$ cat config.mk
export PLATFORM = sky130hd
export DESIGN_NAME = grf_wb_port
export DESIGN_NICKNAME = d
export VERILOG_FILES = /design/src/rtl/grf_wb_port.sv
export SDC_FILE = /design/constraint.sdc
export NUM_CORES = 1
export LEC_CHECK = 0
export CORE_ASPECT_RATIO = 0.75
export CORE_MARGIN = 2
export CORE_UTILIZATION = 45
export CTS_BUF_LIST = sky130_fd_sc_hd__clkbuf_2 sky130_fd_sc_hd__clkbuf_4 sky130_fd_sc_hd__clkbuf_8
export DETAILED_ROUTE_END_ITERATION = 8
export PLACE_DENSITY = 0.65
export RECOVER_POWER = 50
export SLEW_MARGIN = 5
export SYNTH_ARGS = -nofsm -noshare
export SYNTH_HDL_FRONTEND = slang
export SYNTH_SLANG_ARGS = --single-unit
$ cat constraint.sdc
create_clock -name clk -period 3.1 [get_ports clk]
set_input_delay 0.93 -clock clk [delete_from_list [all_inputs] [get_ports clk]]
set_output_delay 0.93 -clock clk [all_outputs]
set_load 0.02 [all_outputs]
$ cat src/rtl/grf_wb_port.sv
// grf_wb_port: GRF write-port arbiter merging the in-order WB stage with a FIFO of late mult/div results.
// Optional `GRF_WB_FWD_EN adds pend_fwd_data_o/pend_fwd_valid_o for forwarding pending writes.
module grf_wb_port #(
    parameter int DEPTH     = 4,
    parameter int MAX_DEFER = 3
) (
    input  logic        clk,
    input  logic        rst_n,
    input  logic        wb_valid_i,
    input  logic [4:0]  wb_addr_i,
    input  logic [31:0] wb_data_i,
    output logic        wb_stall_o,
    input  logic        late_valid_i,
    output logic        late_ready_o,
    input  logic [4:0]  late_addr_i,
    input  logic [31:0] late_data_i,
    input  logic [4:0]  pend_query_i,
    output logic        pend_hit_o,
`ifdef GRF_WB_FWD_EN
    output logic [31:0] pend_fwd_data_o,
    output logic        pend_fwd_valid_o,
`endif
    output logic [4:0]  waddr_o,
    output logic [31:0] wdata_o,
    output logic        reg_write_o
);
    localparam int AW = $clog2(DEPTH);
    localparam int CW = $clog2(DEPTH + 1);
    localparam int DW = $clog2(MAX_DEFER + 1);

    logic [4:0]    addr_q [DEPTH];
    logic [31:0]   data_q [DEPTH];
    logic [AW-1:0] rd_ptr_q, wr_ptr_q, idx;
    logic [CW-1:0] count_q, count_d;
    logic [DW-1:0] defer_q, defer_d;
    logic          reg_write_q, reg_write_d;
    logic [4:0]    waddr_q, waddr_d;
    logic [31:0]   wdata_q, wdata_d;
    logic          empty, full, wb_real, force_pop, pop, take_wb, push;
    logic          fifo_hit, out_hit;
    logic [31:0]   fifo_data;

    assign empty        = count_q == '0;
    assign full         = count_q == CW'(DEPTH);
    assign wb_real      = wb_valid_i && wb_addr_i != '0;
    assign force_pop    = defer_q == DW'(MAX_DEFER) && !empty;
    assign pop          = force_pop || (!wb_real && !empty);
    assign take_wb      = wb_real && !force_pop;
    assign wb_stall_o   = wb_real && force_pop;
    assign late_ready_o = !full;
    // Address-0 late results complete the handshake but never enter the FIFO.
    assign push         = late_valid_i && !full && late_addr_i != '0;

    always_comb begin
        count_d     = count_q + CW'(push) - CW'(pop);
        defer_d     = (take_wb && !empty) ? ((defer_q == DW'(MAX_DEFER)) ? defer_q : defer_q + 1'b1) : '0;
        reg_write_d = pop || take_wb;
        waddr_d     = pop ? addr_q[rd_ptr_q] : take_wb ? wb_addr_i : waddr_q;
        wdata_d     = pop ? data_q[rd_ptr_q] : take_wb ? wb_data_i : wdata_q;
    end

    // Oldest to youngest, so the last match left standing is the youngest.
    always_comb begin
        fifo_hit  = 1'b0;
        fifo_data = '0;
        idx       = '0;
        for (int k = 0; k < DEPTH; k++) begin
            idx = rd_ptr_q + AW'(k);
            if (CW'(k) < count_q && addr_q[idx] == pend_query_i) begin
                fifo_hit  = 1'b1;
                fifo_data = data_q[idx];
            end
        end
    end

    assign out_hit    = reg_write_q && waddr_q == pend_query_i;
    assign pend_hit_o = pend_query_i != '0 && (fifo_hit || out_hit);

`ifdef GRF_WB_FWD_EN
    assign pend_fwd_valid_o = pend_hit_o;
    assign pend_fwd_data_o  = out_hit ? wdata_q : fifo_data;
`endif

    always_ff @(posedge clk or negedge rst_n) begin
        if (!rst_n) begin
            for (int i = 0; i < DEPTH; i++) begin
                addr_q[i] <= '0;
                data_q[i] <= '0;
            end
            rd_ptr_q    <= '0;
            wr_ptr_q    <= '0;
            count_q     <= '0;
            defer_q     <= '0;
            reg_write_q <= 1'b0;
            waddr_q     <= '0;
            wdata_q     <= '0;
        end else begin
            if (push) begin
                addr_q[wr_ptr_q] <= late_addr_i;
                data_q[wr_ptr_q] <= late_data_i;
            end
            wr_ptr_q    <= wr_ptr_q + AW'(push);
            rd_ptr_q    <= rd_ptr_q + AW'(pop);
            count_q     <= count_d;
            defer_q     <= defer_d;
            reg_write_q <= reg_write_d;
            waddr_q     <= waddr_d;
            wdata_q     <= wdata_d;
        end
    end

    assign reg_write_o = reg_write_q;
    assign waddr_o     = waddr_q;
    assign wdata_o     = wdata_q;
endmodule

Yosys cells after proc, flatten, opt, wreduce, memory -nomap -nowiden
Index checks and enable logic that the tools add are counted.

operators by class
  multiplexer cells = 31
  add/sub/neg operators = 8
  reduce and logical (&&, ||, !) cells = 27
  bitwise operators = 5
  order comparisons = 10
  equality and inequality tests = 8

operator list
  cell                 count
  $mux 32              5
  $bwmux 128           1
  $bmux 32 s2          1
  $demux 32 s2         1
  $mux 5               11
  $bmux 5 s2           4
  $eq 5x5->1           5
  $bwmux 20            1
  $ge 3x3->1 const B   5
  $logic_and 1x1->1    15
  $not 2->3            5
  $reduce_bool 5->1    3
  $demux 5 s2          1
  $lt 1x3->1 const A   2
  $lt 2x3->1 const A   2
  $add 2x1->2          2
  $add 2x1->2 const B  2
  $add 2x2->2 const B  2
  $logic_not 1->1      4
  $mux 1               4
  $mux 2               2
  $add 3x1->3          1
  $eq 3x3->1 const B   1
  $logic_not 3->1      1
  6 further kinds      8

word-level totals
  register bits after elaboration = 195

Depth between registers and ports, before layout
Gate-level depths: netlist of run 1.

  depth after elaboration = 12
  depth in mapped cells = 11
  depth with buffers taken out = 10

Least setup slack after synthesis of run 1
Ideal clock, no wire load.

  path type = in2out
  start point = input pend_query_i[2]
  end point = output pend_hit_o
  stages on the path = 6
  path slack = -0.087 ns
  data arrival time = 2.257 ns
  cell sequence = clkbuf_1 xnor2_1 nand4_1 or3_1 and3_1 a21oi_1

between the ends
  cells in the longest elaborated chain, start to end = 8

RTL lines
  item                  line  source
  start, declared       17    input logic [4:0] pend_query_i,
  $eq 5x5->1            69    if (CW'(k) < count_q && addr_q[idx] == pend_query_i) begin
  $logic_and 1x1->1     69
  $mux 1 (4 in series)  69
  $logic_or 1x1->1      77    assign pend_hit_o = pend_query_i != '0 && (fifo_hit || out_hit);
  $logic_and 1x1->1 *   77
  end, declared         18    output logic pend_hit_o,

Every way passes the cells marked *; elsewhere a longest branch is shown, timed or not.

Final worst setup path of run 1
  start point = register rd_ptr_q[0]
  end point = output pend_hit_o

between the ends
  cells in the longest elaborated chain, start to end = 12

RTL lines
  item                                                               line  source
  start, declared                                                    33    logic [AW-1:0] rd_ptr_q, wr_ptr_q, idx;
  start signal, assigned                                             103   rd_ptr_q <= rd_ptr_q + AW'(pop);
  $add 2x1->2 / $not 2->3 (equally long branches)                    n/a
  $not 2->3 / $bmux 5 s2 (equally long branches)                     n/a
  $bmux 5 s2 / $mux 5 (equally long branches)                        69
  $mux 5 (not written as such)                                       69
  $mux 5 (not written as such) / $eq 5x5->1 (equally long branches)  69
  $eq 5x5->1 / $logic_and 1x1->1 (equally long branches)             69
  $logic_and 1x1->1 / $mux 1 (equally long branches)                 69
  $mux 1 (2 in series)                                               69
  $mux 1 *                                                           69
  $logic_or 1x1->1 *                                                 77
  $logic_and 1x1->1 *                                                77

Every way passes the cells marked *; elsewhere a longest branch is shown, timed or not. The select of a mux whose other input is x is not followed.

==> impl_results.md, run 1 <==
- Leakage power: 4.839 nW
- Yosys warnings: 0
- Peak clock frequency supported by timing: 0.2761 GHz
- Slew headroom: -0.04795
- Largest net degree at the start of global routing: 63
- CP Capture Point: pend_hit_o
- Worst path arrival time: 2690 ps
- Top post-synthesis cells by area: dfrtp_1 (53%), mux2_2 (14%), mux4_2 (13%)
- Status: complete, but fails checks
- Crit Reg-Reg Startpoint: count_q[2]$_DFF_PN0_
- Mean Syn Cell Area: 14.83 um^2
- Pwr Density: 1073 mW/mm^2
- Largest family of logic cells by synthesized area: multiplexers
- Netlist cell types: 38
- WP data required: 2170 ps
- Synth Area in Adders: 0.01163
- Clock latency on the worst-skew pair: 460 ps
- H-tree levels: 4
- Worst Clk Skew: 15.98 ps
- Maximum vdd drop: 427.4 uV
- Critical Path Slowest Stage Cell: dfrtp_4
- Crit Path Category: reg -> out
- Hold WC Path Type: reg -> reg
- Gr usage total: 0.2111
- Clk buf depth: 2
- Total negative slack: -547.5 ps
- Top_reg_cell synth: dfrtp_1
- FP Rows: 45
- ANT nets after route: 0
- Failing checks: capacitance limit, slew limit, setup timing
- Ys async rst share: 1.000
- Placed cell area: 0.01115 mm^2
- Syn nets: 715
- CTS root buf: clkbuf_8
- Least-Margin Pin Slew: 1572 ps
- Final Hold Vio Count: 0
- Unrepaired setup endpoints after global routing: true
- Setup violators final: 2
- Cells after Synth: 624
- Flop2flop setup slack: 730 ps
- Design area: 0.01156 mm^2
- Clock Pin Slew Worst Setup and Hold Paths: 100 ps
- Number of I/O pins: 124
- Reg2reg end: count_q[2]$_DFF_PN0_
- Via/cell ratio: 5.487
- Top cell type's share of synthesized area: 0.5272
- Via count: 5,827
- 1st-iter DRT viols: 302
- Final critical-path share of the clock period: 1.168
- Sequential-to-total area share from yosys stat: 0.5272
- Port Buffers: 123
- Initial antenna violation count: 2
- Compound-Gate Fraction of Synth Area: 0.03069
- Layout cells sized above 1: 0.3968
- DP Worst Slack: -925.3 ps
- GPL Wtd Cong: 0.8198
- Drt first pass iters: 4
- Starting density of the core: 0.4579
- Post-synth EDFFs: 0
- Ant. Diodes: 0
- Crit path time final: 3621 ps
- CTS Buf Count: 17
- Startpoint Class: register
- Post-Syn Area: 0.009255 mm^2
- Register bit total from synthesis: 195
- Worst reg-to-reg path cell count: 11
- DRT Wirelength: 21,680 um
- Setup slack after layout: -521.4 ps
- First-pass GRT wire length: 35,050 um
- Die H: 128.2 um
- CP cell instances: buf_12 -> buf_4 -> mux4_2 -> xnor2_1 -> nand4_1 -> or3_1 -> and3_4 -> a21oi_2 -> buf_6
- Total gr overflow: 0
- Die width: 169.6 um
- Max_cap viols: 1
- Worst Setup SP: rd_ptr_q[0]$_DFF_PN0_
- Vias in the first global route: 6,387
- Max stage delay on crit path: 510 ps
- Die area: 0.02174 mm^2
- Fin Hold WS: 457.7 ps
- Fillers: 1,602
- Detailed placement HPWL: 14,770 um
- Core area: 0.02021 mm^2
- Drt drc: 0
- CP endpoint kind: output pin
- Final Max Tran Viols: 63
- Area growth syn-to-layout: 24.92%
- Area leader, netlist: dfrtp_1
- Simple-Gate Fraction of Synth Area: 0.04515
- Clock sinks: 195
- Xor and xnor area share after synthesis: 0.02650
- TritonCTS clock tree: built
- DR WL/cell: 20.42 um
- Final net count: 882
- Multiplexer share of the synthesized area: 0.3263
- Total power draw: 12.40 mW
- Critical path fanouts, max: 5
[placed cells by master (no fill, tap or decap), types with 2 or more instances in the layout]
master,n
inv_1,5
xnor2_1,13
nor3_1,2
dlygate4sd3_1,17
clkinv_2,4
mux2_4,30
buf_4,53
dfrtp_1,193
clkbuf_2,4
nand2_1,2
mux2i_1,7
dlygate4sd2_1,3
clkdlybuf4s50_1,99
buf_12,9
or4_4,2
or3_1,2
mux2_2,118
nor4_1,2
and3_4,2
nand4_1,2
o22ai_1,30
ha_1,7
mux4_2,52
inv_6,3
clkinv_4,2
inv_8,2
clkbuf_8,18
buf_6,2
nand2_2,2
nor2_1,70
clkbuf_4,3
a21oi_1,7
a2111oi_2,2
xor2_1,15
nand3_1,3
[cell families (layout without fill, tap and decap cells)]
| logic type | count (synthesis) | count (layout) |
|---|---|---|
| buffers and inverters | 49 | 229 |
| xor gates and xnor gates | 28 | 28 |
| muxes | 207 | 207 |
| and+or+nand+nor | 94 | 94 |
| DFF | 195 | 195 |
| AOI/OAI and AO/OA | 43 | 43 |
| adders and majority gates | 8 | 8 |
[worst max-delay path, delay by kind of cell, from the launching register on]
kind	cells	cell delay, ps
AND/OR/NAND/NOR	3	570
AO/OA/AOI/OAI	1	150
XOR/XNOR	1	180
flip-flops	1	510
multiplexers	1	440
buffers and inverters	3	400
[where the power goes]
group / switching (mW) / leakage, nW / internal (mW)
registers: 0.827 / 2.30 / 3.86
logic: 2.50 / 2.34 / 3.60
clock network: 0.937 / 0.198 / 0.682
total: 4.27 / 4.84 / 8.14
[worst min-delay path by stage]
stage	depth (start not counted)	end	slack, ps	startpoint
floorplan	1	defer_q[0]$_DFFE_PN0P_	420	defer_q[0]$_DFFE_PN0P_
global placement	1	defer_q[0]$_DFFE_PN0P_	430	defer_q[0]$_DFFE_PN0P_
detailed placement	1	defer_q[0]$_DFFE_PN0P_	450	defer_q[0]$_DFFE_PN0P_
CTS	1	addr_q[0]$_DFFE_PN0P_	430	rst_n
global route	1	defer_q[0]$_DFFE_PN0P_	480	defer_q[0]$_DFFE_PN0P_
finish	1	defer_q[0]$_DFFE_PN0P_	460	defer_q[0]$_DFFE_PN0P_
[state kept, by name, indices dropped and copies added, names as in the netlist]
signal	cells
waddr_o	5
rd_ptr_q	2
data_q	128
wdata_o	32
count_q	3
wr_ptr_q	2
defer_q	2
addr_q	20
reg_write_o	1
[layer usage]
layer	vias up	wire [um]	global-route usage
met3	29	903	0.04847
met4	4	352	0.06033
met1	3045	10190	0.2928
met5	-	26	0
li1	2609	-	-
met2	140	10210	0.3366
[per-stage QoR]
step,utilization,std cells
2_1_floorplan,-,624
4_1_cts,0.5742,1062
3_3_place_gp,0.5518,1023
6_report,0.5720,1062
5_1_grt,0.5720,1062
3_5_place_dp,0.5518,1023
[timing repair]
item	CTS	global route
gates resized for setup	19	4
pin swaps	5	1
hold endpoints to repair	0	0
hold buffers	0	0
endpoints found under the setup margin	2	2
buffers inserted	7	0
[synth_stat cells (5+ instances only)]
| cell type | instances |
|---|---|
| a21oi_1 | 8 |
| inv_1 | 5 |
| ha_1 | 7 |
| mux2_2 | 118 |
| xor2_1 | 15 |
| mux2i_1 | 7 |
| o22ai_1 | 30 |
| xnor2_1 | 13 |
| mux2_4 | 30 |
| dfrtp_1 | 195 |
| clkbuf_1 | 17 |
| nor2_1 | 70 |
| buf_2 | 14 |
| buf_4 | 5 |
| mux4_2 | 52 |
[final cells by class]
cell class | count | area [um^2] | area share
clock buffer | 19 | 255.2 | 0.02208
clock inverter | 13 | 123.9 | 0.01071
inverter | 7 | 28.78 | 0.002489
multi-input combinational | 380 | 4110 | 0.3555
sequential | 195 | 4885 | 0.4225
tap | 258 | 322.8 | 0.02792
timing repair buffer | 190 | 1836 | 0.1588
Power figures use the tool's default switching activity.
==> run 2: changes to the inputs <==
CORE_UTILIZATION = 57   (was 45)
PLACE_DENSITY = 0.8   (was 0.65)
==> run 2 against run 1 <==
The flow still finishes with violations (capacitance limit, slew limit, setup timing). Final cell count shrank 4.1%. Utilization up 15 points. Register-to-register slack lost 30 ps. Sequential share of layout area is essentially flat. Design area barely moved. Clock-buffer cell count increased by 1. Non-clock buffer count increased by 2. Wire length decreased by 2.4%. Via count is 2.2% higher. Die area fell by 21%. Sequential power about the same.
==> impl_results.md, run 2 (same netlist as run 1, synthesis figures left out) <==
- Largest net degree at the start of global routing: 80 (+27%)
- Reg2reg end: count_q[2]$_DFF_PN0_
- Max_cap viols: 1 (unchanged)
- Least-Margin Pin Slew: 1947 ps (+375.3 ps)
- Setup violators final: 3 (+1)
- Commonest non-fill, non-tap cell in the layout: dfrtp_1
- Final Hold Vio Count: 0 (unchanged)
- Placed cell area: 0.01110 mm^2 (-0.49%)
- CTS root buf: clkbuf_8
- Drt first pass iters: 4 (unchanged)
- Clk buf depth: 2 (unchanged)
- Number of I/O pins: 124 (unchanged)
- Fin Hold WS: 479.9 ps (+22.26 ps)
- Crit Path Category: reg -> out
- Sequential share of power: 0.374 (-0.004)
- Switching share of power: 0.3420 (-0.001894)
- FP Rows: 40 (-11%)
- Initial antenna violation count: 2 (unchanged)
- Hold WC Path Type: reg -> reg
- Worst path arrival time: 2690 ps (about the same)
- Total power draw: 12.55 mW (+1.2%)
- Flop2flop setup slack: 700 ps (-30 ps)
- Failing checks: capacitance limit, slew limit, setup timing
- Clock latency on the worst-skew pair: 470 ps (about the same)
- Clock sinks: 195 (unchanged)
- Internal power: 8.255 mW (+1.5%)
- Slew headroom: -0.2981 (-0.2502)
- Fillers: 1,017 (-37%)
- Die area: 0.01728 mm^2 (-21%)
- Unrepaired setup endpoints after global routing: true
- H-tree levels: 4 (unchanged)
- DR WL/cell: 20.80 um (+1.9%)
- Clock Power Share: 0.133 (+0.002)
- Clock Pin Slew Worst Setup and Hold Paths: 90 ps (about the same)
- WP data required: 2170 ps (about the same)
- Drt drc: 0 (unchanged)
- Worst Clk Skew: 11.94 ps (-4.038 ps)
- Via/cell ratio: 5.850 (+6.6%)
- 1st-iter DRT viols: 361 (+20%)
- Crit path time final: 3616 ps (-5.003 ps)
- CTS Buf Count: 17 (unchanged)
- Total gr overflow: 0 (unchanged)
- Comb power frac: 0.492 (about the same)
- Startpoint Class: register
- Pwr Density: 1085 mW/mm^2 (+1.1%)
- Die width: 151.1 um (-11%)
- Final Max Tran Viols: 80 (+27%)
- Net switching power figure: 4.291 mW (+0.60%)
- Starting density of the core: 0.5797 (+0.1218)
- Maximum vdd drop: 509.0 uV (+19%)
- Gr usage total: 0.2648 (+0.05373)
- GPL Wtd Cong: 0.8536 (+4.1%)
- First-pass GRT wire length: 34,770 um (-0.79%)
- Final critical-path share of the clock period: 1.167 (-0.001614)
- Max reg flops: 128 (unchanged)
- Leakage power: 4.865 nW (+0.53%)
- Hold Path Origin: defer_q[0]$_DFFE_PN0P_
- CP endpoint kind: output pin
- Multi-input gate area: 0.004129 mm^2 (+0.46%)
- Final net count: 884 (+0.23%)
- Worst reg-to-reg path cell count: 11 (unchanged)
- Final core occ: 0.7245 (+0.1525)
- DRT Wirelength: 21,170 um (-2.4%)
- Area growth syn-to-layout: 24.97% (about the same)
- ANT nets after route: 0 (unchanged)
- Most frequent cells in the layout: dfrtp_1 (193), mux2_2 (118), clkdlybuf4s50_1 (100), nor2_1 (70), mux4_2 (52)
- Die H: 114.4 um (-11%)
- Via count: 5,955 (+2.2%)
- Register cell area after layout: 0.004885 mm^2 (unchanged)
- Layout cells sized above 1: 0.3970 (about the same)
- Crit Reg-Reg Startpoint: count_q[2]$_DFF_PN0_
- Status: complete, but fails checks
- TritonCTS clock tree: built
- Critical path fanouts, max: 6 (+1)
- Setup slack after layout: -516.3 ps (+5.003 ps)
- Biggest register: data_q
- Peak clock frequency supported by timing: 0.2765 GHz (+0.14%)
- Worst Hold Path Cells: 1 (unchanged)
- Core area: 0.01597 mm^2 (-21%)
- Design area: 0.01157 mm^2 (about the same)
- Hold Path Sink: defer_q[0]$_DFFE_PN0P_
- Detailed placement HPWL: 14,370 um (-2.7%)
- Port Buffers: 123 (unchanged)
- Vias in the first global route: 6,745 (+5.6%)
run 2: per-stage QoR:
stage	worst slack, ps	std cells	TNS (ps)
2_1_floorplan	18.56	624	0
3_3_place_gp	-904.7	979	-5270
3_5_place_dp	-1070	979	-6458
4_1_cts	-571.1	1015	-571.1
5_1_grt	-640.9	1016	-7262
6_report	-516.3	1018	-633.3
run 2: worst max-delay path by stage:
stage                  to                  start  slack (ps)
2_1_floorplan  pend_hit_o        pend_query_i[2]          20
3_3_place_gp   pend_hit_o        pend_query_i[0]        -900
3_5_place_dp   pend_hit_o        pend_query_i[0]       -1070
4_1_cts        pend_hit_o  rd_ptr_q[0]$_DFF_PN0_        -570
5_1_grt        pend_hit_o  rd_ptr_q[0]$_DFF_PN0_        -640
6_report       pend_hit_o  rd_ptr_q[0]$_DFF_PN0_        -520
run 2: final cells by class:
cell class | instances | area share
antenna | 2 | 0.0004327
sequential | 195 | 0.4223
tap | 210 | 0.02272
multi-input combinational | 380 | 0.3570
inverter | 7 | 0.002488
clock inverter | 12 | 0.01093
timing repair buffer | 192 | 0.1603
clock buffer | 20 | 0.02380
run 2: power by group through the flow:
stage | sequential, mW | combinational (mW) | clock, mW
after detailed placement | 4.77 | 6.03 | 0
after global routing | 4.86 | 6.64 | 1.82
after CTS | 4.70 | 6.23 | 1.71
after floorplan | 4.76 | 4.00 | 0
after global placement | 4.61 | 5.84 | 0
final | 4.70 | 6.18 | 1.67
run 2: routing by layer:
layer  GRT usage  wire length [um]  up-vias
met3     0.06932              1271       20
met5           0                 0        -
met2      0.4382             10550      174
li1            -                 -     2626
met4     0.07165               224        0
met1      0.3532              9128     3135
run 2: worst max-delay path: stages, from the launching register on:
cell and delay [ps]:
dfrtp_4 510, buf_12 150, buf_8 120, mux4_2 450, xnor2_2 180, nand4_1 170
a2111oi_4 250, a31oi_1 90, a21oi_2 160, buf_6 130
run 2: what timing repair did:
action / 4_1_cts / 5_1_grt
resized for setup: 22 / 8
hold buffers: 0 / 0
hold endpoints to repair: 0 / 0
setup buffers: 4 / 1
pin swaps: 5 / 8
setup endpoints to repair: 2 / 3
==> run 3: changes to the inputs <==
CORE_ASPECT_RATIO = 1.2   (was 0.75)
==> run 3 against run 2 <==
The flow still finishes with violations (capacitance limit, slew limit, setup timing). Via count decreased by 0.24%. Largest cell class unchanged. Clock-buffer cell count increased by 1. Global-route usage decreased by 0.36 points. Maximum frequency increased by 1.2%. Worst hold slack got worse by 34 ps. Largest power group unchanged. Worst setup slack improved by 43 ps. Design area decreased by 0.64%. Sequential cell count unchanged. Critical path depth unchanged.
==> impl_results.md, run 3 (same netlist as run 1, synthesis figures left out) <==
- Status: complete, but fails checks
- Failing checks: capacitance limit, slew limit, setup timing
- Fin Hold WS: 445.6 ps (-34.36 ps)
- First-pass GRT wire length: 34,070 um (-2.0%)
- Clock Pin Slew Worst Setup and Hold Paths: 90 ps (about the same)
- Met1 wire length: 8414 um (-7.8%)
- Clk buf depth: 2 (unchanged)
- Peak clock frequency supported by timing: 0.2799 GHz (+1.2%)
- Die area: 0.01728 mm^2 (about the same)
- Comb power frac: 0.493 (about the same)
- Vias in the first global route: 6,459 (-4.2%)
- Max stage delay on crit path: 520 ps (about the same)
- CP endpoint kind: output pin
- Reg2reg end: data_q[105]$_DFFE_PN0P_
- Sequential share of power: 0.376 (+0.002)
- Worst Hold Path Cells: 1 (unchanged)
- CTS Hold Bufs: 0 (unchanged)
- Critical Path Slowest Stage Cell: dfrtp_4
- Internal power: 8.222 mW (-0.41%)
- Crit Path Category: reg -> out
- H-tree levels: 4 (unchanged)
- Gr usage total: 0.2612 (-0.003635)
- Final critical-path share of the clock period: 1.153 (-0.01395)
- Worst Clk Skew: 11.28 ps (-0.6599 ps)
- Layout cells sized above 1: 0.3948 (-0.002253)
- Port Buffers: 123 (unchanged)
- Final Hold Vio Count: 0 (unchanged)
- Final net count: 883 (-0.11%)
- Wire length on met3: 808 um (-36%)
- DR WL/cell: 20.82 um (+0.13%)
- Via/cell ratio: 5.853 (about the same)
- Crit path time final: 3573 ps (-43.24 ps)
- Pwr Density: 1080 mW/mm^2 (-0.47%)
- WP data required: 2170 ps (about the same)
- Worst path arrival time: 2640 ps (-50 ps)
- Largest net degree at the start of global routing: 77 (-3.8%)
- Die width: 120.3 um (-20%)
- CP cell instances: buf_6 -> buf_6 -> mux4_2 -> xnor2_1 -> nand4_1 -> or3_1 -> and3_1 -> a21oi_2 -> buf_4
- ANT nets after route: 0 (unchanged)
- Register cell area after layout: 0.004885 mm^2 (unchanged)
- Max_cap viols: 1 (unchanged)
- Most frequent cells in the layout: dfrtp_1 (193), mux2_2 (118), clkdlybuf4s50_1 (99), nor2_1 (70), buf_4 (54)
- Top cell by count, worst path: buf_6
- Max Used Layer: met4
- Area growth syn-to-layout: 24.17%
- Drt drc: 0 (unchanged)
- Starting density of the core: 0.5756 (-0.004150)
- Initial antenna violation count: 0 (-2)
- Clock latency on the worst-skew pair: 470 ps (about the same)
- Core area: 0.01608 mm^2 (+0.72%)
- CTS root buf: clkbuf_8
- Hold WC Path Type: reg -> reg
- Switching share of power: 0.3374 (-0.004609)
- Leakage power: 4.829 nW (-0.74%)
- Unrepaired setup endpoints after global routing: true
- Crit Reg-Reg Startpoint: count_q[1]$_DFF_PN0_
- Slew headroom: -0.2873 (+0.01086)
- Commonest non-fill, non-tap cell in the layout: dfrtp_1
- Least-Margin Pin Slew: 1931 ps (-16.29 ps)
- Ant. Diodes: 0 (-2)
- DP Worst Slack: -889.1 ps (+181.2 ps)
- Maximum vdd drop: 460.5 uV (-9.5%)
- Met2 WL: 11,350 um (+7.7%)
- DRT Wirelength: 21,130 um (-0.17%)
- CTS Buf Count: 17 (unchanged)
- Multi-input gate area: 0.004105 mm^2 (-0.58%)
- FP Rows: 51 (+28%)
- Worst reg-to-reg path cell count: 8 (-3)
- Max reg flops: 128 (unchanged)
- Hold Path Sink: defer_q[0]$_DFFE_PN0P_
- Critical path fanouts, max: 6 (unchanged)
- Hold Path Origin: defer_q[0]$_DFFE_PN0P_
- TritonCTS clock tree: built
- Flop2flop setup slack: 730 ps (+30 ps)
- Biggest register: data_q
- Clock Power Share: 0.131 (-0.002)
- 1st-iter DRT viols: 268 (-26%)
- Die H: 143.6 um (+26%)
- Setup violators final: 1 (-2)
- Number of I/O pins: 124 (unchanged)
- Setup slack after layout: -473.1 ps (+43.24 ps)
- Startpoint Class: register
- Drt first pass iters: 4 (unchanged)
- Net switching power figure: 4.187 mW (-2.4%)
- Detailed placement HPWL: 14,550 um (+1.2%)
- Total power draw: 12.41 mW (-1.1%)
- Clock sinks: 195 (unchanged)
- Total gr overflow: 0 (unchanged)
- Via count: 5,941 (-0.24%)
- Final Max Tran Viols: 77 (-3.8%)
- Fillers: 1,070 (+5.2%)
- GPL Wtd Cong: 0.8728 (+2.2%)
## run 3: changes by cell type in the layout (fill, tap and decap cells not counted), sizes merged
cell / delta
inv: -1
clkinvlp: +1
dlygate4sd3: +1
buf: -2
clkbuf: +2
diode: -2
clkinv: -3
clkdlybuf4s50: -1
## run 3: worst max path at each step
| stage | slack, ps | startpoint | to |
|---|---|---|---|
| finish | -470 | rd_ptr_q[0]$_DFF_PN0_ | pend_hit_o |
| CTS | -490 | rd_ptr_q[0]$_DFF_PN0_ | pend_hit_o |
| detailed placement | -890 | pend_query_i[1] | pend_hit_o |
| global placement | -830 | pend_query_i[1] | pend_hit_o |
| floorplan | 20 | pend_query_i[2] | pend_hit_o |
| global route | -610 | rd_ptr_q[0]$_DFF_PN0_ | pend_hit_o |
## run 3: final cells by class
cell class / count / area share
flip-flops and latches: 195 / 0.4250
repair buffers: 191 / 0.1588
clock inverters: 9 / 0.009254
well taps: 212 / 0.02308
multi-input cells: 380 / 0.3572
clock buffers: 21 / 0.02406
inverters: 7 / 0.002504
## run 3: power by group through the flow
stage / logic [mW] / registers, mW / clock network [mW]
after global routing: 6.55 / 4.83 / 1.76
final: 6.12 / 4.67 / 1.62
after detailed placement: 6.07 / 4.75 / 0
after CTS: 6.21 / 4.67 / 1.67
after global placement: 5.87 / 4.60 / 0
after floorplan: 4.00 / 4.76 / 0
## run 3: metal layers
layer	up-vias	track usage
li1	2632	-
met1	3110	0.3241
met2	163	0.4566
met3	36	0.04286
met4	0	0.1114
met5	-	0
## run 3: worst max-delay path, delay by kind of cell (launching register included)
family          cells  cell delay (ps)
flops               1              520
xor+xnor            1              160
mux                 1              420
compound gates      1              110
buf+inv             3              400
simple gates        3              560
## run 3: repair_timing
action                     CTS  global route
setup endpoints to repair    2             2
hold endpoints to repair     0             0
cloned                       0             0
gates resized for setup     21             1
setup buffers                9             1
pin swaps                    7             1
## run 3: through the flow
step	utilization	setup TNS [ps]	instances	cell area, um^2
2_1_floorplan	-	0	624	9261
3_3_place_gp	0.6888	-15950	976	11080
3_5_place_dp	0.6888	-17270	976	11080
4_1_cts	0.7172	-490.1	1014	11530
5_1_grt	0.7147	-10080	1015	11490
6_report	0.7147	-473.1	1015	11490
